[src/rtl/modexp_stream_ctrl.sv]
// Byte-stream front end for the square-and-multiply modular exponentiation core.
// Assembles m, e, n (MSB first) from the inbound stream, pulses the core start,
// waits for completion, then streams the captured result out MSB first.
// Optional build macro MODEXP_TIMEOUT_EN: bounds the WAIT state to TIMEOUT_CYCLES
// cycles, after which err pulses and the block returns to LOAD without a result.
module modexp_stream_ctrl #(
   parameter int BUS_WIDTH      = 16,
   parameter int TIMEOUT_CYCLES = 64
) (
   input  logic                 clk,
   input  logic                 reset,
   input  logic [7:0]           s_data,
   input  logic                 s_valid,
   input  logic                 s_last,
   output logic                 s_ready,
   output logic [7:0]           m_data,
   output logic                 m_valid,
   input  logic                 m_ready,
   output logic                 m_last,
   output logic [BUS_WIDTH-1:0] core_m,
   output logic [BUS_WIDTH-1:0] core_e,
   output logic [BUS_WIDTH-1:0] core_n,
   output logic                 core_ready,
   input  logic [BUS_WIDTH-1:0] core_result,
   input  logic                 core_valid,
   output logic                 busy,
   output logic                 err
);

   localparam int BYTES = BUS_WIDTH / 8;
   localparam int KW    = $clog2(3 * BYTES);
   localparam int OW    = (BYTES > 1) ? $clog2(BYTES) : 1;

   localparam logic [KW-1:0] K_E    = KW'(BYTES);
   localparam logic [KW-1:0] K_N    = KW'(2 * BYTES);
   localparam logic [KW-1:0] K_LAST = KW'(3 * BYTES - 1);
   localparam logic [OW-1:0] O_LAST = OW'(BYTES - 1);

   // Reject configurations the byte framing cannot represent
   if ((BUS_WIDTH % 8) != 0 || BUS_WIDTH < 8 || TIMEOUT_CYCLES < 1) begin : g_bad_cfg
      $error("modexp_stream_ctrl: BUS_WIDTH must be a positive multiple of 8 and TIMEOUT_CYCLES >= 1");
   end

   typedef enum logic [1:0] {LOAD, START, WAIT, SEND} state_t;

   state_t                state, state_nxt;
   logic [KW-1:0]         k;
   logic [OW-1:0]         out_cnt;
   logic [BUS_WIDTH-1:0]  result_reg;
   logic                  s_xfer, m_xfer;
   logic                  frame_done, frame_abort, send_done;
   logic                  timeout_hit;

   // Shift one byte into the LSB end of an operand register; works for BUS_WIDTH == 8
   function automatic logic [BUS_WIDTH-1:0] shift_in(input logic [BUS_WIDTH-1:0] r,
                                                     input logic [7:0]           b);
      return BUS_WIDTH'({r, b});
   endfunction

   assign s_xfer      = s_valid && (state == LOAD);
   assign m_xfer      = m_ready && (state == SEND);
   assign frame_done  = s_xfer && (k == K_LAST);
   assign frame_abort = s_xfer && s_last && (k != K_LAST);
   assign send_done   = m_xfer && (out_cnt == O_LAST);

`ifdef MODEXP_TIMEOUT_EN
   localparam int TW = (TIMEOUT_CYCLES > 1) ? $clog2(TIMEOUT_CYCLES) : 1;
   localparam logic [TW-1:0] T_LAST = TW'(TIMEOUT_CYCLES - 1);

   logic [TW-1:0] wait_cnt;

   // WAIT-cycle counter; cleared in START so it is zero on the first WAIT cycle
   always_ff @(posedge clk) begin
      if (reset)
         wait_cnt <= '0;
      else if (state == START)
         wait_cnt <= '0;
      else if (state == WAIT)
         wait_cnt <= wait_cnt + 1'b1;
   end

   // A completion arriving in the final allowed cycle still wins over the timeout
   assign timeout_hit = (state == WAIT) && !core_valid && (wait_cnt == T_LAST);
`else
   assign timeout_hit = 1'b0;
`endif

   // State register
   always_ff @(posedge clk) begin
      if (reset)
         state <= LOAD;
      else
         state <= state_nxt;
   end

   // Next-state decode
   always_comb begin
      state_nxt = state;
      case (state)
         LOAD:  if (frame_done) state_nxt = START;
         START: state_nxt = WAIT;
         WAIT:  begin
            if (core_valid)
               state_nxt = SEND;
            else if (timeout_hit)
               state_nxt = LOAD;
         end
         SEND:  if (send_done) state_nxt = LOAD;
         default: state_nxt = LOAD;
      endcase
   end

   // Outputs decoded from state; m_data is always the top byte of the result register
   always_comb begin
      s_ready    = (state == LOAD);
      busy       = (state != LOAD);
      core_ready = (state == START);
      m_valid    = (state == SEND);
      m_last     = (state == SEND) && (out_cnt == O_LAST);
      m_data     = result_reg[BUS_WIDTH-1 -: 8];
   end

   // Operand assembly, result capture/shift-out and the registered error pulse
   always_ff @(posedge clk) begin
      if (reset) begin
         k          <= '0;
         out_cnt    <= '0;
         core_m     <= '0;
         core_e     <= '0;
         core_n     <= '0;
         result_reg <= '0;
         err        <= 1'b0;
      end else begin
         err <= frame_abort || timeout_hit;
         if (s_xfer) begin
            k <= (frame_done || frame_abort) ? '0 : k + 1'b1;
            if (k < K_E)
               core_m <= shift_in(core_m, s_data);
            else if (k < K_N)
               core_e <= shift_in(core_e, s_data);
            else
               core_n <= shift_in(core_n, s_data);
         end
         if ((state == WAIT) && core_valid) begin
            result_reg <= core_result;
            out_cnt    <= '0;
         end else if (m_xfer) begin
            result_reg <= result_reg << 8;
            out_cnt    <= out_cnt + 1'b1;
         end
      end
   end

endmodule
[config.mk]
export PLATFORM = sky130hd
export DESIGN_NAME = modexp_stream_ctrl
export DESIGN_NICKNAME = d
export VERILOG_FILES = /design/src/rtl/modexp_stream_ctrl.sv
export SDC_FILE = /design/constraint.sdc
export NUM_CORES = 1
export LEC_CHECK = 0
export ABC_AREA = 1
export CORE_MARGIN = 2
export CORE_UTILIZATION = 40
export CTS_CLUSTER_SIZE = 30
export DETAILED_ROUTE_END_ITERATION = 7
export PLACE_DENSITY_LB_ADDON = 0.1
export SYNTH_ARGS = -nofsm -noshare
export SYNTH_HDL_FRONTEND = slang
export SYNTH_SLANG_ARGS = --single-unit
[constraint.sdc]
create_clock -name clk -period 3.4 [get_ports clk]
set_input_delay 0.51 -clock clk [delete_from_list [all_inputs] [get_ports clk]]
set_output_delay 0.51 -clock clk [all_outputs]
set_load 0.005 [all_outputs]
# --- Yosys cells after proc, flatten, opt, wreduce, memory -nomap -nowiden ---
# Cells that the tools add are included.
classes:
  n_reduce_logical: 17
  n_bitwise: 2
  add_sub_neg: 2
  n_eq_ne: 8
  mux: 7
  magnitude_cmp: 2
ops:
  columns: ["op", "n"]
  rows:
  - ["$mux W16", 2]
  - ["$reduce_and A3 Y1", 3]
  - ["$logic_and A1 B1 Y1", 8]
  - ["$pmux W2 S4", 1]
  - ["$mux W2", 3]
  - ["$eq A2 B2 Y1 const B", 2]
  - ["$ne A2 B1 Y1 const B", 2]
  - ["$reduce_bool A2 Y1", 2]
  - ["$add A3 B1 Y3 const B", 1]
  - ["$eq A3 B3 Y1 const B", 1]
  - ["$lt A3 B2 Y1 const B", 1]
  - ["$lt A3 B3 Y1 const B", 1]
  - ["$mux W3", 1]
  - ["$ne A3 B3 Y1 const B", 1]
  - ["$eq A2 B1 Y1 const B", 1]
  - ["$logic_not A2 Y1", 1]
  - ["$ne A2 B2 Y1 const B", 1]
  - ["$not A1 Y1", 2]
  - ["$reduce_and A2 Y1", 1]
  - ["$reduce_or A2 Y1", 1]
  - ["$add A1 B1 Y1 const B", 1]
  - ["$logic_or A1 B1 Y1", 1]
totals:
  output_inout_bits: 62
  register_bits: 71
  elab_cells: 46

# --- Longest topological paths before layout ---
# Gate-level depths: netlist of run 1.
depth:
  word_depth: 6
  ltp_mapped: 9

# --- Least setup slack after synthesis of run 1 ---
# No wires, ideal clock.
synth_timing:
  path_kind: "flip-flop to flip-flop"
  from: "reg state[0]"
  to: "reg core_e[10]"
  path_buffers: 1
  path_slack_ps: 1905
  stages_incl_launch_ff: 9
  arrival_time_ps: 1380
  t_required_ps: 3284
  path_cell_list: "dfxtp_1 > inv_1 > ha_1 > nand2_4 > nor3_4 > inv_4 > buf_6 > nor2_1 > nor2_1"
synth_via:
  elab_chain_cells: 3
synth_lines:
  columns: ["element", "line", "text"]
  rows:
  - ["from (decl)", "46", "state_t state, state_nxt;"]
  - ["from (signal assigned)", "93", "state <= state_nxt;"]
  - ["$logic_not A2 Y1", null, null]
  - ["named net s_ready", "15", "output logic s_ready,"]
  - ["$logic_and A1 B1 Y1", "60", "assign s_xfer = s_valid && (state == LOAD);"]
  - ["$reduce_and A3 Y1 (no line)", null, null]
  - ["to (signal assigned)", "140", "core_e <= shift_in(core_e, s_data);"]
  - ["to (decl)", "21", "output logic [BUS_WIDTH-1:0] core_e,"]
# The timed path passes the listed nets, and every way through them passes these cells.
# A chain may end at the register's enable or synchronous reset.

# --- Final worst setup path of run 1 ---
layout_timing:
  from: "reg state[0]"
  to: "out busy"
layout_via:
  elab_chain_cells: 1
layout_lines:
  columns: ["element", "line", "text"]
  rows:
  - ["$reduce_bool A2 Y1", "116", "busy = (state != LOAD);"]
  - ["to (decl)", "26", "output logic busy,"]
# No other way between the ends.

==> reports/qor.txt, run 1 <==
CP Data Required Time - 2.89 ns
multi-input logic area - 1180 um2
global-route wire length before repair - 10600 um
Port Buffers - 91
full die area - 7850 um2
Setup TNS - 0 ns
Worst-Skew Late Latency - 0.34 ns
WS Path Type - reg -> out
Fillers - 655
hold buffers post-CTS - 0
DP HPWL - 4500 um
Clock transition at path regs - 0.07 ns
DR WL/cell - 12.5 um
Ys Warns - 0
# rows - 30
Starting Density - 41.7%
final wirelength - 6810 um
Yosys reg bits - 71
Peak VDD IR - 0.317 mV
CTS tree - done
via/cell ratio - 4.67
num ports - 92
Pleak - 1.54 nW
P&R area growth vs syn - 38.6%
Detail Route Antenna Nets - 0
post-cts sizing count - 0
library cells used by synthesis - 23
status - finished clean
M1 WL - 3180 um
RSZ-0062 raised after global routing - no
vias post-DR - 2540
max incr delay on CP - 0.49 ns
CP endpoint kind - primary output
Slew Limit Fails - 0
Hold WC Path Type - reg -> reg
Final setup viols - 0
startpoint types - flop
Clock H-tree levels - 3
Synthesized Nets - 402
crit path DAT - 1.69 ns
post-synthesis cell count - 366
Power Dens Cells - 626 nW/um2
clock tree buffer depth - 2
Max Clk Rate - 0.456 GHz
vias in the first global route - 2301
largest net degree at the start of global routing - 43
Max-slew headroom - 43.9%
largest fanout on the critical path - 5
Post-route DRC - 0
MaxCap Viol Count - 0
worst slew pin tran - 0.840 ns
final critical-path required period - 2.20 ns
commonest non-fill, non-tap cell in the layout - clkdlybuf4s50_1
core area - 6870 um2
global-route congestion overflow total - 0
Syn Std Cell Area - 2860 um2
Synth Area per Inst - 7.83 um2
clock root cell - clkbuf_8
most frequent cells in the layout - 91 x clkdlybuf4s50_1, 74 x nor2_1, 71 x dfxtp_1, 61 x nand2_1
GRT Overall Usage - 17.3%
register area share after synthesis - 49.6%
top routing layer used - met4
final hold vios - 0
CTS buffer count - 9
share of layout cells above drive strength 1 - 6.70%
crit-path most repeated cell - inv_1
fin crit share - 64.6%
final clock skew - 0.00693 ns
met2 WL - 3150 um
Total Power - 2.48 mW
Met3 Wirelength - 430 um
clk sinks - 71
ant diodes - 0
Nets - 479
Die X - 88.6 um
RePlAce Congestion - 0.752
initial antenna violation count - 0
first-pass detailed-route iteration total - 4
crit path cell chain - inv_1 > ha_1 > inv_1 > clkdlybuf4s50_1
violation count after the first detailed-route iteration - 86
chip height - 88.6 um
slowest stage cell on the critical path - clkdlybuf4s50_1
Storage cell area - 1420 um2
Post-CTS Setup Bufs - 0
-- synth_stat cells (all sizes together) --
library cell  instances  share of area [%]
o21ai                41                7.3
or2                   3               0.66
nor3                  3                1.3
nand3                18                3.1
a211oi                4                1.0
nor2                 77                 10
clkbuf                8                1.0
buf                  20                5.6
inv                  18                2.5
a21oi                30                5.2
ha                    6                2.6
dfxtp                71                 50
a31oi                 5                1.1
nand2                62                8.4
-- critical path: cells and delay by family (launching register included) --
kind | cells | cell delay, ns
fa+ha+maj | 1 | 0.29
buf+inv | 3 | 0.65
flops | 1 | 0.39
-- layer usage --
metal  global-route usage [%]  vias to the layer above
li1                         -                     1335
met1                     21.9                     1128
met2                     27.6                       73
met3                     7.00                        4
met4                     4.27                        0
met5                        0                        -
-- worst paths after layout --
kind	startpoint	end	slack [ns]	cells after the start
setup / recovery	state[0]	busy	1.20	4
hold / removal	core_n[13]	core_n[13]	0.46	2
setup reg to reg	state[0]	result_reg[13]	1.34	8
hold reg to reg	core_n[13]	core_n[13]	0.46	2
-- where the power goes --
| group | total [mW] | internal (mW) | switching, mW |
|---|---|---|---|
| clock network | 0.799 | 0.494 | 0.305 |
| registers | 1.05 | 0.961 | 0.0860 |
| logic | 0.639 | 0.334 | 0.305 |
-- cell type report --
class                      instances  area share, %
clock buffer                      14           4.60
timing repair buffer              94           23.5
clock inverter                     2           1.51
inverter                          18           1.83
tap                               96           3.03
sequential                        71           35.8
multi-input combinational        249           29.7
-- metrics by stage --
step	std cells	instance area [um2]	hold WS [ns]	util [%]	worst slack [ns]
after floorplan	366	2860	0.441	-	1.90
after global placement	528	3730	0.449	54.2	1.06
after detailed placement	528	3730	0.453	54.2	1.07
after CTS	544	3970	0.465	57.8	1.18
after global routing	544	3970	0.478	57.8	1.13
final	544	3970	0.463	57.8	1.20
-- kinds of logic after synthesis --
group	after synthesis	share of synthesized area [%]
simple gates	163	23.9
buf+inv	46	9.22
flops	71	49.6
compound gates	80	14.7
fa+ha+maj	6	2.62
(Power assumes the default switching activity.)
==> inputs of run 2 (changes only) <==
Clock period 3.4 ns to 1.95 ns, I/O delays scaled along.
==> run 2 against run 1 <==
  * Setup slack worse by 1.1 ns
  * Count of clock-buffer cells in the layout is 2 lower
  * Clock power grew 28%
  * First-iteration DRC count increased by 4.7%
==> reports/qor.txt, run 2 (synthesis results as in run 1) <==
Clock transition at path regs - 0.07 ns (about the same)
post-layout util - 57.8% (about the same)
switching share of power - 29.8% (was 28.0%)
vias in the first global route - 2395 (was 2301)
commonest non-fill, non-tap cell in the layout - clkdlybuf4s50_1 (unchanged)
clk sinks - 71 (unchanged)
num ports - 92 (unchanged)
full die area - 7850 um2 (unchanged)
status - finished clean (unchanged)
WS Path Type - reg -> out (unchanged)
clock power share - 25.4% (was 32.1%)
vias post-DR - 2611 (was 2540)
violation count after the first detailed-route iteration - 90 (was 86)
final wirelength - 6930 um (was 6810 um)
Final Worst Setup Slack - 0.0711 ns (was 1.20 ns)
CTS tree - done (unchanged)
initial antenna violation count - 0 (unchanged)
global-route congestion overflow total - 0 (unchanged)
share of layout cells above drive strength 1 - 8.79% (was 6.70%)
Slew Limit Fails - 0 (unchanged)
global-route wire length before repair - 11100 um (was 10600 um)
core area - 6870 um2 (unchanged)
share of power burned in registers - 45.3% (was 42.1%)
Starting Density - 41.7% (unchanged)
Post-Place Cells - 535 (was 528)
min-delay src - result_reg[3] (was core_n[13])
Placement Cell Area - 3790 um2 (was 3730 um2)
RSZ-0062 raised after global routing - no (unchanged)
ant diodes - 0 (unchanged)
Post-CTS Setup Bufs - 0 (unchanged)
Worst Setup SP - state[1] (was state[0])
GRT Overall Usage - 18.2% (was 17.3%)
largest net degree at the start of global routing - 37 (was 43)
clock root cell - clkbuf_8 (unchanged)
Sw Pwr - 1.20 mW (was 0.695 mW)
chip height - 88.6 um (unchanged)
Power Dens Cells - 1010 nW/um2 (was 626 nW/um2)
Hold WC Path Type - reg -> reg (unchanged)
Clock H-tree levels - 3 (unchanged)
P&R area growth vs syn - 38.7% (was 38.6%)
# rows - 30 (unchanged)
via/cell ratio - 4.74 (was 4.67)
post-route cell area - 3970 um2 (about the same)
Post-Layout Cell Count - 551 (was 544)
clock tree buffer depth - 2 (unchanged)
Port Buffers - 91 (unchanged)
CP endpoint kind - primary output (unchanged)
Peak VDD IR - 0.705 mV (was 0.317 mV)
Reg2Reg Depth - 7 (was 8)
first-pass detailed-route iteration total - 4 (unchanged)
startpoint types - flop (unchanged)
final clock skew - 0.00490 ns (was 0.00693 ns)
Setup TNS - 0 ns (unchanged)
Detail Route Antenna Nets - 0 (unchanged)
Comb power frac - 29.3% (was 25.7%)
DR WL/cell - 12.6 um (was 12.5 um)
DP HPWL - 4810 um (was 4500 um)
CTS buffer count - 9 (unchanged)
MaxCap Viol Count - 0 (unchanged)
Hold Path Depth - 2 (unchanged)
Pleak - 1.55 nW (was 1.54 nW)
end point of the worst hold path - result_reg[3] (was core_n[13])
Max-slew headroom - 65.7% (was 43.9%)
r2r endpoint - core_n[2] (was result_reg[13])
reg-to-reg startpoint - state[1] (was state[0])
Worst-Skew Late Latency - 0.33 ns (was 0.34 ns)
Final setup viols - 0 (unchanged)
fin crit share - 96.4%
Pint - 2.83 mW (was 1.79 mW)
Nets - 486 (was 479)
final hold vios - 0 (unchanged)
Hold WS - 0.462 ns (was 0.463 ns)
worst slew pin tran - 0.514 ns (was 0.840 ns)
final critical-path required period - 1.88 ns
most frequent cells in the layout - 91 x clkdlybuf4s50_1, 74 x nor2_1, 70 x dfxtp_1, 61 x nand2_1 (was 91 x clkdlybuf4s50_1, 74 x nor2_1, 71 x dfxtp_1, 61 x nand2_1)
largest fanout on the critical path - 5 (unchanged)
CP Data Required Time - 1.66 ns (was 2.89 ns)
crit path DAT - 1.59 ns (was 1.69 ns)
Post-route DRC - 0 (unchanged)
Max Clk Rate - 0.532 GHz
Die X - 88.6 um (unchanged)
Fillers - 659 (was 655)
Reg2Reg Setup Slack - 0.29 ns (was 1.34 ns)
Total Power - 4.03 mW (was 2.48 mW)
pre-CTS WS - 0.135 ns (was 1.07 ns)
RePlAce Congestion - 0.753 (was 0.752)
[run 2: critical path, cell delays in order, from the launching register on]
cell and delay [ns]:
dfxtp_1 0.39, inv_1 0.09, ha_2 0.23, inv_1 0.06, clkdlybuf4s50_1 0.49
[run 2: per-layer routing]
metal | global-route usage (%) | up-vias | part of all wire [%] | wire length [um]
li1 | - | 1346 | - | -
met1 | 22.1 | 1180 | 44 | 3060
met2 | 29.7 | 78 | 47 | 3290
met3 | 7.00 | 7 | 7.3 | 504
met4 | 5.92 | 0 | 1.1 | 74
met5 | 0 | - | 0 | 0
[run 2: layout make-up]
type,instances,area (um2),share of cell area (%)
sequential,71,1420,35.8
inverter,18,72.6,1.83
tap,96,120,3.02
clock buffer,12,155,3.91
clock inverter,4,20.0,0.504
multi-input combinational,249,1180,29.8
timing repair buffer,101,998,25.1
[run 2: worst max path at each step]
stage | slack, ns | end | depth (start not counted)
3_3_place_gp | 0.17 | core_n[9] | 6
4_1_cts | 0.05 | m_last | 4
2_1_floorplan | 0.45 | core_e[10] | 8
6_report | 0.07 | busy | 4
3_5_place_dp | 0.14 | core_n[15] | 6
5_1_grt | 0.0009 | busy | 4
[run 2: power groups by stage]
stage / clock network (mW) / logic, mW / registers (mW)
after floorplan: 0 / 0.645 / 1.84
final: 1.02 / 1.18 / 1.82
after CTS: 1.07 / 1.19 / 1.82
after global placement: 0 / 1.16 / 1.84
after global routing: 1.13 / 1.31 / 1.85
after detailed placement: 0 / 1.18 / 1.85
[run 2: what timing repair did]
| action | CTS | global route |
|---|---|---|
| endpoints found under the hold margin | 0 | 0 |
| gates resized for setup | 1 | 2 |
| setup endpoints to repair | 1 | 2 |
| pin swaps | 0 | 0 |
| hold buffers | 0 | 0 |
==> inputs of run 3 (changes only) <==
Settings changed: CORE_UTILIZATION 40 to 35.
==> run 3 against run 2 <==
  * Utilization fell by 6.6 points
  * Combinational power barely moved
  * Global-route usage fell by 1.4 points
  * Via count fell by 1.8%
  * Clock power rose by 24%
  * Register-to-register slack improved by 0.06 ns
  * Largest power group unchanged
==> reports/qor.txt, run 3 (synthesis results as in run 1) <==
vias in the first global route - 2489 (was 2395)
Port Buffers - 91 (unchanged)
crit path DAT - 1.55 ns (was 1.59 ns)
min-delay src - core_n[8] (was result_reg[3])
Nets - 486 (unchanged)
clock tree buffer depth - 2 (unchanged)
share of power burned in registers - 43.0% (was 45.3%)
max incr delay on CP - 0.54 ns (was 0.49 ns)
via/cell ratio - 4.60 (was 4.74)
post-route cell area - 4020 um2 (was 3970 um2)
num ports - 92 (unchanged)
Reg2Reg Depth - 7 (unchanged)
CTS tree - done (unchanged)
Placement Cell Area - 3800 um2 (was 3790 um2)
Power Dens Cells - 1060 nW/um2 (was 1010 nW/um2)
Clock transition at path regs - 0.07 ns (about the same)
Slew Limit Fails - 0 (unchanged)
Max Clk Rate - 0.543 GHz (was 0.532 GHz)
Worst-Skew Late Latency - 0.34 ns (was 0.33 ns)
Starting Density - 36.5% (was 41.7%)
Peak VDD IR - 0.470 mV (was 0.705 mV)
Post-route DRC - 0 (unchanged)
end point of the worst hold path - core_n[8] (was result_reg[3])
global-route congestion overflow total - 0 (unchanged)
final hold vios - 0 (unchanged)
Die X - 94.5 um (was 88.6 um)
slowest stage cell on the critical path - clkdlybuf4s50_1 (unchanged)
initial antenna violation count - 0 (unchanged)
ant diodes - 0 (unchanged)
Hold Path Depth - 2 (unchanged)
Final Worst Setup Slack - 0.107 ns (was 0.0711 ns)
Reg2Reg Setup Slack - 0.35 ns (was 0.29 ns)
largest fanout on the critical path - 5 (unchanged)
GRT Overall Usage - 16.7% (was 18.2%)
Hold WS - 0.464 ns (was 0.462 ns)
full die area - 8920 um2 (was 7850 um2)
Hold WC Path Type - reg -> reg (unchanged)
reg-to-reg startpoint - state[1] (unchanged)
most frequent cells in the layout - 91 x clkdlybuf4s50_1, 74 x nor2_1, 69 x dfxtp_1, 61 x nand2_1 (was 91 x clkdlybuf4s50_1, 74 x nor2_1, 70 x dfxtp_1, 61 x nand2_1)
global-route wire length before repair - 11800 um (was 11100 um)
post-layout util - 51.2% (was 57.8%)
vias post-DR - 2564 (was 2611)
commonest non-fill, non-tap cell in the layout - clkdlybuf4s50_1 (unchanged)
largest net degree at the start of global routing - 37 (unchanged)
startpoint types - flop (unchanged)
Post-Layout Cell Count - 557 (was 551)
Final setup viols - 0 (unchanged)
CP endpoint kind - primary output (unchanged)
DR WL/cell - 12.7 um (was 12.6 um)
clock power share - 29.7% (was 25.4%)
pre-CTS WS - 0.172 ns (was 0.135 ns)
# rows - 32 (was 30)
RePlAce Congestion - 0.784 (was 0.753)
Pint - 3.01 mW (was 2.83 mW)
Fillers - 799 (was 659)
switching share of power - 29.2% (was 29.8%)
fin crit share - 94.5% (was 96.4%)
WS Path Type - reg -> out (unchanged)
CP Data Required Time - 1.66 ns (about the same)
Total Power - 4.25 mW (was 4.03 mW)
Clock H-tree levels - 3 (unchanged)
Pleak - 1.56 nW (was 1.55 nW)
first-pass detailed-route iteration total - 6 (was 4)
crit path cell chain - inv_1 > ha_2 > clkdlybuf4s50_1 (was inv_1 > ha_2 > inv_1 > clkdlybuf4s50_1)
Post-Place Cells - 541 (was 535)
worst slew pin tran - 0.523 ns (was 0.514 ns)
core area - 7850 um2 (was 6870 um2)
final wirelength - 7090 um (was 6930 um)
DP HPWL - 4870 um (was 4810 um)
Storage cell area - 1420 um2 (about the same)
final clock skew - 0.00866 ns (was 0.00490 ns)
r2r endpoint - core_n[1] (was core_n[2])
Sw Pwr - 1.24 mW (was 1.20 mW)
Detail Route Antenna Nets - 0 (unchanged)
Worst path top cell family by delay - buffers and inverters (unchanged)
violation count after the first detailed-route iteration - 86 (was 90)
chip height - 94.5 um (was 88.6 um)
WP buf/inv - 2 (was 3)
multi-input logic area - 1180 um2 (unchanged)
CTS buffer count - 9 (unchanged)
share of layout cells above drive strength 1 - 9.01% (was 8.79%)
Setup TNS - 0 ns (unchanged)
final critical-path required period - 1.84 ns (was 1.88 ns)
RSZ-0062 raised after global routing - no (unchanged)
status - finished clean (unchanged)
Comb power frac - 27.4% (was 29.3%)
MaxCap Viol Count - 0 (unchanged)
clock root cell - clkbuf_8 (unchanged)
Max-slew headroom - 65.1% (was 65.7%)
clk sinks - 71 (unchanged)
P&R area growth vs syn - 40.3% (was 38.7%)
run 3: cell types whose count changed in the layout (fill, tap and decap cells not counted), sizes merged:
cell / change
clkinv: -2
bufinv: +2
clkbuf: -2
clkinvlp: +2
run 3: area by class of cell:
class / instances / share of cell area, %
repair buffers: 101 / 24.8
well taps: 102 / 3.18
inverters: 18 / 1.81
clock inverters: 6 / 2.12
clock buffers: 10 / 3.18
multi-input cells: 249 / 29.5
flip-flops and latches: 71 / 35.4
run 3: worst max-delay path by stage:
stage / end / cells past startpoint / slack [ns] / startpoint
after floorplan: core_e[10] / 8 / 0.45 / state[0]
after global placement: core_n[14] / 6 / 0.23 / s_valid
after detailed placement: core_n[7] / 6 / 0.17 / s_valid
after CTS: busy / 4 / 0.03 / state[0]
after global routing: m_last / 4 / 0.01 / state[1]
final: s_ready / 3 / 0.11 / state[1]
run 3: metal layers:
layer	vias to the layer above	global-route usage, %	wire, um
met3	4	4.15	383
met2	59	27.0	3230
met1	1158	21.9	3420
li1	1343	-	-
met4	0	5.80	66
met5	-	0	0
run 3: timing repair:
item	4_1_cts	5_1_grt
setup buffers	0	0
gates resized for setup	1	3
endpoints found under the hold margin	0	0
hold buffers	0	0
setup endpoints to repair	2	3
run 3: power groups by stage:
stage	clock network [mW]	logic (mW)	registers, mW
finish	1.26	1.16	1.83
global route	1.37	1.31	1.85
CTS	1.30	1.18	1.82
detailed placement	0	1.18	1.85
global placement	0	1.17	1.85
floorplan	0	0.645	1.84
run 3: worst reg2reg max path: cells and delay by family, from the launching register on:
family / cells / cell delay [ns]
fa+ha+maj: 1 / 0.25
compound gates: 1 / 0.07
simple gates: 3 / 0.61
buf+inv: 2 / 0.21
flops: 1 / 0.34
